**src/rtl/vdff_stream_rx.sv**
```systemverilog
// vdff_stream_rx: elastic receive FIFO for a non-backpressured source, re-presented as valid/ready.
// Words arriving while full (with no pop) are dropped and flagged on a sticky overflow.
module vdff_stream_rx #(
  parameter int SIZE = 5,
  parameter int DEPTH = 4,
  localparam int CW = $clog2(DEPTH + 1)
) (
  input  logic            clk,
  input  logic            rst,
  input  logic [SIZE-1:0] in,
  input  logic            in_valid,
  output logic [SIZE-1:0] out,
  output logic            out_valid,
  input  logic            out_ready,
  output logic [CW-1:0]   count,
  output logic            overflow,
  input  logic            ovf_clr
);
  localparam int AW = $clog2(DEPTH);
  logic [SIZE-1:0] mem [DEPTH];
  logic [AW-1:0] wr_q, wr_d, rd_q, rd_d;
  logic [CW-1:0] count_q, count_d;
  logic overflow_q, overflow_d;
  logic full, push, pop, ovf_ev;
  always_comb begin
    full       = count_q == CW'(DEPTH);
    pop        = out_valid & out_ready;
    push       = in_valid & (!full | pop);
    ovf_ev     = in_valid & full & !pop;
    wr_d       = push ? wr_q + AW'(1) : wr_q;
    rd_d       = pop ? rd_q + AW'(1) : rd_q;
    count_d    = (push & !pop) ? count_q + CW'(1) : (pop & !push) ? count_q - CW'(1) : count_q;
    overflow_d = ovf_ev ? 1'b1 : ovf_clr ? 1'b0 : overflow_q;
  end
  always_ff @(posedge clk or posedge rst) begin
    if (rst) begin
      wr_q       <= '0;
      rd_q       <= '0;
      count_q    <= '0;
      overflow_q <= 1'b0;
    end else begin
      wr_q       <= wr_d;
      rd_q       <= rd_d;
      count_q    <= count_d;
      overflow_q <= overflow_d;
    end
  end
  // storage is deliberately unreset; out is masked while empty instead
  always_ff @(posedge clk) begin
    if (push) mem[wr_q] <= in;
  end
  assign out_valid = count_q != '0;
  assign out       = out_valid ? mem[rd_q] : '0;
  assign count     = count_q;
  assign overflow  = overflow_q;
endmodule

```
**config.mk**
```make
export PLATFORM = sky130hd
export DESIGN_NAME = vdff_stream_rx
export DESIGN_NICKNAME = d
export VERILOG_FILES = /design/src/rtl/vdff_stream_rx.sv
export SDC_FILE = /design/constraint.sdc
export NUM_CORES = 1
export LEC_CHECK = 0
export CAP_MARGIN = 25
export CORE_ASPECT_RATIO = 0.6
export CORE_MARGIN = 2
export CORE_UTILIZATION = 42
export DETAILED_ROUTE_END_ITERATION = 8
export PLACE_DENSITY = 0.65
export SLEW_MARGIN = 5
export SYNTH_ARGS = -nofsm -noshare
export SYNTH_HDL_FRONTEND = slang
export SYNTH_SLANG_ARGS = --single-unit
```
**constraint.sdc**
```tcl
create_clock -name clk -period 2.8 [get_ports clk]
set_clock_uncertainty 0.1 [all_clocks]
set_input_delay 0.56 -clock clk [delete_from_list [all_inputs] [get_ports clk]]
set_output_delay 0.56 -clock clk [all_outputs]
set_load 0.02 [all_outputs]
```
* Yosys cells after proc, flatten, opt, wreduce, memory -nomap -nowiden
Memories as Yosys holds them, arrays and structs flattened.
Cells that the tools add are included.
** Cells by class
- Bitwise logic cells :: 7
- Equal/unequal tests :: 1
- Mux-type cells :: 7
- Add/sub/neg operators :: 4
- Reductions and logical operators :: 6
** Operators by type and width (count)
- bitwise AND 1 bit :: 6
- two-way mux 3 bit :: 2
- two-way mux 5 bit :: 1
- adder 2 x 1 -> 2 bit, second input constant :: 2
- two-way mux 1 bit :: 4
- nonzero test 2 bit :: 2
- adder 3 x 1 -> 3 bit, second input constant :: 1
- == test 3 bit, second input constant :: 1
- logical NOT 1 bit :: 3
- nonzero test 3 bit :: 1
- subtractor 3 x 1 -> 3 bit, second input constant :: 1
- OR 1 bit :: 1
** Storage, ports and cells
- Bits in writable memories :: 20
- Memories :: 1
- Flip-flop bits (word level) :: 8
- Output and inout bits :: 10
** Memories
- mem :: depth 4, width 5, read ports 1, clocked after Yosys merged registers in 0, write ports 1, line 20 : logic [SIZE-1:0] mem [DEPTH];

* Longest topological paths before layout
- Depth after elaboration :: 8
- Mapped depth :: 9
- Depth with buffers taken out :: 8

* Worst setup path after synthesis
OpenSTA, ideal clock, no wires.
- Path type :: register to register
- Start point :: reg count_q[0], in the netlist count[0]
- End point :: reg count_q[2], in the netlist count[2]
- Clock period less this slack :: 2335 ps
- Stages on the path, launching flop included :: 10
- Setup slack :: 465 ps
- Path buffers :: 1
- Arrival :: 2155 ps
- Setup time :: 80 ps
- Cells stage by stage :: dfrtp_1 or3_1 buf_2 nand2_1 ha_1 inv_1 fa_1 xor2_1 nor2_1 xor2_1
** On the way
- Word-level cells in the longest chain between the ends :: 7
- Elaborated cells between the ends (all ways) :: 15
- Classes of those cells :: add/sub: 2; eq/ne: 1; mux: 2; bitwise: 5; reduce/logical: 5
** Ends and longest elaborated chain
- start, declared :: line 22 : logic [CW-1:0] count_q, count_d;
- start signal, assigned :: line 44 : count_q <= count_d;
- nonzero test 3 bit (*) :: line 52 : assign out_valid = count_q != '0;
- net out_valid :: line 13 : output logic out_valid,
- bitwise AND 1 bit (*) :: line 27 : pop = out_valid & out_ready;
- OR 1 bit :: line 28 : push = in_valid & (!full | pop);
- bitwise AND 1 bit :: line 28
- logical NOT 1 bit :: line 32 : count_d = (push & !pop) ? count_q + CW'(1) : (pop & !push) ? count_q - CW'(1) : count_q;
- bitwise AND 1 bit :: line 32
- nonzero test 2 bit (no source line)
Mark *: on every way through the listed nets, which the timed path passes. The rest lies on a longest branch. The select of a mux whose other input is x is not followed.
A chain may end at the register's enable or synchronous reset.

* Worst setup path in the final report
- Start point :: reg rd_q[0]
- End point :: out out[0]
** On the way
- Word-level cells in the longest chain between the ends :: 2
** Ends and longest elaborated chain
- start, declared :: line 21 : logic [AW-1:0] wr_q, wr_d, rd_q, rd_d;
- start signal, assigned :: line 43 : rd_q <= rd_d;
- memory (4 x 5 bit)
- two-way mux 5 bit :: line 53 : assign out = out_valid ? mem[rd_q] : '0;
- end, declared :: line 12 : output logic [SIZE-1:0] out,
No other way between the ends.

==> run summary <==
Status - completed
N_diodes - 0
First drt pass iteration count - 3
Fill count - 227
Power share of the combinational group - 40.6%
Seq cells post-synth - 28
Fin. max-slew vios - 0
Compound-gate portion of the synthesized area - 0.4061%
Worst Setup End Kind - output pin
Maximum vdd drop - 0.3926 mV
# H-tree levels - 1
CTS root buf - clkbuf_8
Synthesized cell area - 1232 sq um
Bufs and invs on worst path - 1
Switching share of power - 32.18%
Setup crit start kind - register
Routed length per instance - 14.84 um
RSZ-0062 raised after global routing - no
Main synth FF type - edfxtp_1
Core Rows - 15
Die area - 3398 sq um
Post-synth EDFFs - 20
Post-synth cell types - 21
CTS tree - done
Post-Synth XOR/XNOR Area - 4.264%
Critical Path, Cell by Cell - mux4_2 > and2_1 > clkdlybuf4s50_1
Area Growth Syn to Fin - 24.16%
DIE HEIGHT - 45.96 um
Fmax - 0.3733 GHz
Crit path kind - reg2out
Port Buf Inserts - 19
Syn nets - 89
Vias per cell - 4.578
Worst Path Max Fanout - 7
Share of the synthesized area in the top cell type - 48.73%
Drc violations - 0
Synth Area in Adders - 6.701%
Hold_sp - count[2]
Slew Limit Headroom - 77.64%
Lkg Pwr - 0.5647 nW
Critical path required time - 2140 ps
Clock buffer count from CTS - 3
Initial antenna violation count - 0
Share of layout cells above drive strength 1 - 15.05%
Storage cell area - 802.0 sq um
Crit share post-route - 95.68%
Initial Util - 43.49%
R2R cell count - 8
All-layer global routing usage - 13.69%
Routed WL - 2003 um
Final min period - 2679 ps
Max cap viols - 0
Clock Power Share - 18.5%
Largest family of logic cells by synthesized area - multiplexers
CP max stage cell - mux4_2
I/O Pins - 20
Core area - 2834 sq um
Yosys warning count - 0
Int Power - 1.138 mW
Dominant cell type by area after synthesis - edfxtp_1
Vias in the first global route - 616
Clock Pin Slew Worst Setup and Hold Paths - 90 ps
Post-DP HPWL - 1512 um
First-pass GRT wire length - 3056 um
Worst Tran Pin Value - 335.0 ps
Top cells by area, synth - edfxtp_1 49%, dfrtp_1 16%, mux4_2 9.1%, ha_1 5.1%, and2_1 4.6%
Vias - 618
Power per cell area - 1096 nW/um^2
Max incr delay on CP - 540 ps
WHS Endpoint - count[2]
End of the worst register-to-register path - count[2]
Largest net degree at the start of global routing - 17
Sink Count - 28
Asr flop ratio synth - 28.57%
CTS resizes - 1
Setup Buffers After CTS - 0
Post-layout nets - 110
Worst-Skew Late Latency - 270 ps
Post-synth top cells - 20 x edfxtp_1, 9 x and2_1, 8 x dfrtp_1
Synth Instances - 73
Post-Synth Simple-Gate Area - 8.832%
Multi-input gate area - 387.9 sq um
R2R Setup Slk - 440 ps
Arr. time, crit path - 2020 ps
Power share of the sequential group - 40.8%
Post-Syn Area per Cell - 16.88 sq um
Final-report hold violation count - 0
Most common cell in the netlist - edfxtp_1
Setup TNS - 0 ps
Grt total ovfl - 0
Worst hold slack - 432.6 ps
CTS max path bufs - 2
Post-DRT Antenna Nets - 0
Cts hold-fix bufs - 0
Placer congestion estimate - 0.7065
Post-synthesis sequential area ratio - 64.97%
CP top delay family - multiplexers
Starting DRT DRC Count - 20
Reg-to-Reg Start - count[0]
Final Setup Violations - 0
Worst hold stages - 1
Die X - 73.93 um
Mux cell area share after synthesis - 11.27%
Worst Hold Class - reg2reg
Switching pwr - 539.8 uW
cell type report:
cell class	count	area share (%)
clock inverters	1	1.962
repair buffers	20	12.92
clock buffers	3	2.698
inverters	5	1.226
well taps	42	3.434
multi-input cells	36	25.35
flip-flops and latches	28	52.41
flip-flops by register name, summed over array words and instances (netlist names):
signal	flops
mem	20
count	3
rd_q	2
wr_q	2
overflow	1
placed cells by master, fill, tap and decap left out, types with 3 or more instances in the layout:
master,Yosys,routed
ha_1,5,5
clkdlybuf4s50_1,0,19
dfrtp_1,8,7
xnor2_1,4,4
edfxtp_1,20,20
and2_1,9,9
clkbuf_8,0,3
inv_1,5,5
mux4_2,5,5
cell families after synthesis:
logic type / count (synthesis)
adders and majority gates: 6
muxes: 7
DFF: 28
xor gates and xnor gates: 6
and+or+nand+nor: 16
buffers and inverters: 9
AOI/OAI and AO/OA: 1
power groups by stage:
stage                     Clock (mW)  Combinational [mW]  Sequential, mW
final                          0.311               0.681           0.685
after detailed placement           0               0.688           0.694
after CTS                      0.317               0.692           0.686
after global routing           0.330               0.740           0.702
after global placement             0               0.679           0.687
after floorplan                    0               0.453           0.662
how the worst max path moves through the flow:
stage	start	endpoint	slack [ps]	cells after the start
final	rd_q[0]	out[0]	120	3
after global routing	count[0]	out[0]	30	3
after CTS	count[0]	out[2]	110	3
after detailed placement	out_ready	count[1]	160	7
after global placement	out_ready	count[1]	210	7
after floorplan	count[0]	count[2]	460	9
per-layer routing:
metal / wire (um) / vias to the layer above / share of wire [%] / track usage [%]
met2: 871 / 12 / 43 / 20.00
met1: 1001 / 307 / 50 / 18.10
met5: 0 / - / 0 / 0
met4: 48 / 0 / 2.4 / 7.636
met3: 81 / 4 / 4.0 / 4.646
li1: - / 295 / - / -
stage by stage:
stage | power (mW) | cells | area (sq um) | setup WS (ps) | util, %
2_1_floorplan | 1.115 | 73 | 1232 | 464.9 | -
3_3_place_gp | 1.366 | 131 | 1458 | 210.7 | 51.43
3_5_place_dp | 1.382 | 131 | 1458 | 156.2 | 51.43
4_1_cts | 1.694 | 135 | 1530 | 108.3 | 54.00
5_1_grt | 1.771 | 135 | 1530 | 30.42 | 54.00
6_report | 1.678 | 135 | 1530 | 120.9 | 54.00
Note: power is estimated with default switching activity, not from simulation.
==> variant 1: new RTL, config.mk and constraints unchanged <==
Put one more register stage on the output `count`, with the module's reset. The value now appears one clock later. The other outputs are not delayed to match.
--- a/src/rtl/vdff_stream_rx.sv
+++ b/src/rtl/vdff_stream_rx.sv
@@ -51,7 +51,13 @@
   end
   assign out_valid = count_q != '0;
   assign out       = out_valid ? mem[rd_q] : '0;
-  assign count     = count_q;
+  always_ff @(posedge clk or posedge rst) begin
+    if (rst) begin
+      count <= '0;
+    end else begin
+      count <= count_q;
+    end
+  end
   assign overflow  = overflow_q;
 endmodule
 
Function: changed (a bounded check fails within 4 cycles, from zero or initial values and one cycle with rst high).
==> variant 1 against the original RTL <==
Design area rose by 5.6%. Via count grew 9.2%. Synthesized area rose by 6.1%. Power rose by 4.8%. Sequential cell count rose by 3. Setup slack better by 0.019 ns. First-iteration DRC count up 110%. Wire length rose by 6.1%. Fmax increased by 0.70%. Critical path type unchanged. Largest cell class unchanged.
==> variant 1: results (changes against the original RTL) <==
Routed WL 2130 µm (+6.1%); drt first pass iters 4 (+1); Antenna diodes 0 (unchanged); largest net degree at the start of global routing 12 (-5); Mean Syn Cell Area 17.2 µm² (+1.9%); total setup buffers inserted after CTS 0 (unchanged); Netlist cell types 21 (unchanged); Synth area leaders edfxtp_1 46%, dfrtp_1 21%, mux4_2 8.6%, ha_1 4.8%, and2_1 4.3%; Hold Crit Class reg2reg; CP delay by family, top multiplexers; sequential share of the synthesized area 67.0% (+2.0 points); DR WL/cell 15.0 µm (+0.86%); non-clk buf share 12.2% (-0.68 points); placed inst area 1530 µm² (+5.2%); Slowest cell on crit path mux4_2; fill count 239 (+5.3%); inverters 5 (unchanged); leading cell types by count after synthesis 20 x edfxtp_1, 11 x dfrtp_1, 9 x and2_1; Critical Path AT 2.00 ns (-0.02 ns); initial antenna violation count 0 (unchanged); leakage 0.606 nW (+7.4%); CTS root buf clkbuf_8; routability congestion estimate 0.642 (-9.2%); register bank with the most flops mem; critical path's largest stage delay 0.53 ns; 1st-iter DRT viols 41 (+110%); vias in the first global route 660 (+7.1%); Ys Warns 0 (unchanged); ClkCell Share 5.03% (+0.37 points); Layout Utilization 55.5% (+1.5 points); Place WS 0.153 ns (-0.00303 ns); register area 877 µm² (+9.4%); Die Area 3590 µm² (+5.7%); non-clock buffer count 20 (unchanged); share of layout cells above drive strength 1 16.0% (+0.95 points); placed insts 134 (+2.3%); Port Buffers 19 (unchanged); CTS H-tree lvls 2 (+1); CTS sink cnt 31 (+11%); crit path max fanout 7 (unchanged); CTS clock-pin slew for the worst setup and hold paths 0.06 ns (-0.03 ns); Peak supply drop 0.367 mV (-6.4%); first-pass GRT wire length 3340 µm (+9.3%); count of clock buffers in the final design 7 (+4); Longest Clk Path Bufs 2 (unchanged); Async S/R FF share, synth 35.5% (+6.9 points); post-synth net total 92 (+3.4%); vias 675 (+9.2%); DP Wirelength 1590 µm (+5.1%); max_slew headroom 71.4% (-6.2 points); cts bufs inserted 5 (+2); Post-synth EDFFs 20 (unchanged); fin nets 115 (+4.5%); Total GRT Usage 14.0% (+0.29 points); Worst-Skew Late Latency 0.27 ns (about the same); status completed; multi-input combinational area share 24.0% (-1.3 points); Largest regs mem: 20 flops, count: 3 flops, count_q: 3 flops
variant 1: cell count changes after synthesis, sizes merged:
cell	before	now
dfrtp	8	11
variant 1: metal layers:
layer	global-route usage (%)	up-vias	share of wire, %
met4	9.45	0	3.2
li1	-	309	-
met3	8.08	7	6.3
met5	0	-	0
met1	16.5	334	46
met2	20.0	25	44
variant 1: final timing paths:
| path | slack [ns] | start | cells past startpoint | end |
|---|---|---|---|---|
| worst max-delay path | 0.14 | rd_q[0] | 3 | out[4] |
| worst min-delay path | 0.37 | count_q[2] | 0 | count[2] |
| worst max register to register | 0.36 | count_q[0] | 8 | count_q[2] |
| worst min register to register | 0.37 | count_q[2] | 0 | count[2] |
| max in group asynchronous | 1.80 | rst | 2 | rd_q[0] |
| min in group asynchronous | 0.48 | rst | 2 | count_q[2] |
variant 1: repair_timing:
action / 4_1_cts / 5_1_grt
endpoints found under the setup margin: 2 / 0
resized for setup: 1 / 0
endpoints found under the hold margin: 0 / 0
hold buffers: 0 / 0
variant 1: cells by family (layout without fill, tap and decap cells):
family	Yosys count	after routing	synth area share, %
flip-flops	31	31	67.0
AND/OR/NAND/NOR	16	16	8.33
buffers and inverters	9	33	3.35
multiplexers	7	7	10.6
adder cells (fa/ha/maj)	6	6	6.32
XOR/XNOR	6	6	4.02
AO/OA/AOI/OAI	1	1	0.382
variant 1: report_power, final:
| part | internal (W) | switching, W | total [W] |
|---|---|---|---|
| logic | 0.000378 | 0.000306 | 0.000684 |
| registers | 0.000634 | 0.000120 | 0.000753 |
| clock network | 0.000174 | 0.000147 | 0.000321 |
| total | 0.00119 | 0.000573 | 0.00176 |
variant 1: worst register-to-register path, delay by kind of cell, from the launching register on:
family	cells	cell delay (ns)
xor+xnor	2	0.33
buf+inv	1	0.06
flops	1	0.47
fa+ha+maj	2	0.56
simple gates	3	0.84
==> variant 2: new RTL, config.mk and constraints unchanged <==
Without the edit above. Set the parameter `SIZE` to 10 (it was 5).
--- a/src/rtl/vdff_stream_rx.sv
+++ b/src/rtl/vdff_stream_rx.sv
@@ -1,7 +1,7 @@
 // vdff_stream_rx: elastic receive FIFO for a non-backpressured source, re-presented as valid/ready.
 // Words arriving while full (with no pop) are dropped and flagged on a sticky overflow.
 module vdff_stream_rx #(
-  parameter int SIZE = 5,
+  parameter int SIZE = 10,
   parameter int DEPTH = 4,
   localparam int CW = $clog2(DEPTH + 1)
 ) (
Ports: changed (resized in and out); port bits go from 20 to 30. The function was not compared with the original's and may differ.
==> variant 2 against the original RTL <==
Power rose by 59%. Critical path depth is 1 higher. Wire length grew 55%. Design area increased by 65%. Fmax down 1.3%. Synthesized area grew 62%. Die area rose by 57%. Combinational power up 64%. Final cell count increased by 53%. Sequential cell count up 20. Register-to-register slack better by 0.05 ns. Setup slack got worse by 0.036 ns. Critical endpoint is now out[2]. Highest routed layer is now met3.
==> variant 2: results (changes against the original RTL) <==
status completed; leading cell types by count after synthesis 40 x edfxtp_1, 14 x and2_1, 8 x dfrtp_1, 8 x mux4_2; DR WL/cell 15.0 µm (+0.84%); Routed WL 3100 µm (+55%); Net Sw Power 0.000838 W (+55%); post-CTS resize count 2 (+1); Hold Crit Class in2async; Largest register FFs 40 (+100%); Async S/R FF share, synth 16.7% (-12 points); post-synthesis xor/xnor area fraction 2.64% (-1.6 points); Post-synth EDFFs 40 (+100%); fraction of the mapped netlist area in adder cells 4.15% (-2.6 points); crit path max fanout 5 (-2); max_slew headroom 78.6% (+0.97 points); placed insts 199 (+52%); fill count 383 (+69%); Critical Path AT 2.06 ns (+0.04 ns); sequential share of the synthesized area 70.4% (+5.4 points); Port Buffers 29 (+10); placed inst area 2390 µm² (+64%); share of layout cells above drive strength 1 19.4% (+4.4 points); first-pass GRT wire length 5090 µm (+67%); fin nets 164 (+49%); Mean Syn Cell Area 19.3 µm² (+15%); Worst-Skew Late Latency 0.29 ns (+0.02 ns); Via density 4.64 (+1.4%); Peak supply drop 0.507 mV (+29%); 1st-iter DRT viols 42 (+110%); post-synthesis compound-gate area fraction 0.251% (-0.15 points); CTS H-tree lvls 2 (+1); drt first pass iters 4 (+1); largest net degree at the start of global routing 16 (-1); Synth area leaders edfxtp_1 60%, dfrtp_1 10%, mux4_2 9.0%, and2_1 4.4%, ha_1 3.1%; Total GRT Usage 13.1% (-0.54 points); post-synth net total 124 (+39%); post-synthesis mux area share 13.0% (+1.7 points); vias in the first global route 1024 (+66%); routability congestion estimate 0.682 (-3.5%); cts bufs inserted 5 (+2); DP Wirelength 2190 µm (+45%); Place WS 0.193 ns (+0.0367 ns)
variant 2: how the worst max path moves through the flow:
stage	slack [ns]	cells past startpoint	end	startpoint
detailed placement	0.19	9	count[2]	out_ready
finish	0.08	4	out[2]	rd_q[0]
global route	0.009	4	out[2]	rd_q[0]
floorplan	0.59	8	count[2]	count[0]
global placement	0.27	7	count[1]	out_ready
CTS	0.005	4	out[5]	rd_q[0]
variant 2: power by group through the flow:
stage          logic (W)  registers [W]  clock network, W
2_1_floorplan   0.000697        0.00108                 0
5_1_grt          0.00121        0.00109          0.000531
3_5_place_dp     0.00116        0.00108                 0
3_3_place_gp     0.00114        0.00107                 0
6_report         0.00112        0.00107          0.000479
4_1_cts          0.00117        0.00107          0.000498
variant 2: layer usage:
layer / vias to the layer above / share of wire, % / GRT usage, %
met2: 20 / 46 / 21.2
met3: 0 / 4.3 / 4.23
met5: - / 0 / 0
met1: 477 / 50 / 17.8
li1: 464 / - / -
met4: 0 / 0 / 3.15
variant 2: critical path: stages (launching register included):
cell and delay [ns]:
dfrtp_2 0.42, buf_4 0.17, mux4_2 0.48, and2_1 0.16, clkdlybuf4s50_1 0.53
variant 2: logic make-up after synthesis:
| group | count (synthesis) |
|---|---|
| adders and majority gates | 6 |
| muxes | 12 |
| and+or+nand+nor | 21 |
| xor gates and xnor gates | 6 |
| buffers and inverters | 9 |
| AOI/OAI and AO/OA | 1 |
| DFF | 48 |
variant 2: cell type report:
class | count | area [µm²] | share of cell area [%]
clock buffer | 5 | 68.8 | 2.72
clock inverter | 3 | 42.5 | 1.68
inverter | 5 | 18.8 | 0.743
multi-input combinational | 46 | 544 | 21.5
sequential | 48 | 1400 | 55.5
tap | 63 | 78.8 | 3.12
timing repair buffer | 37 | 370 | 14.7
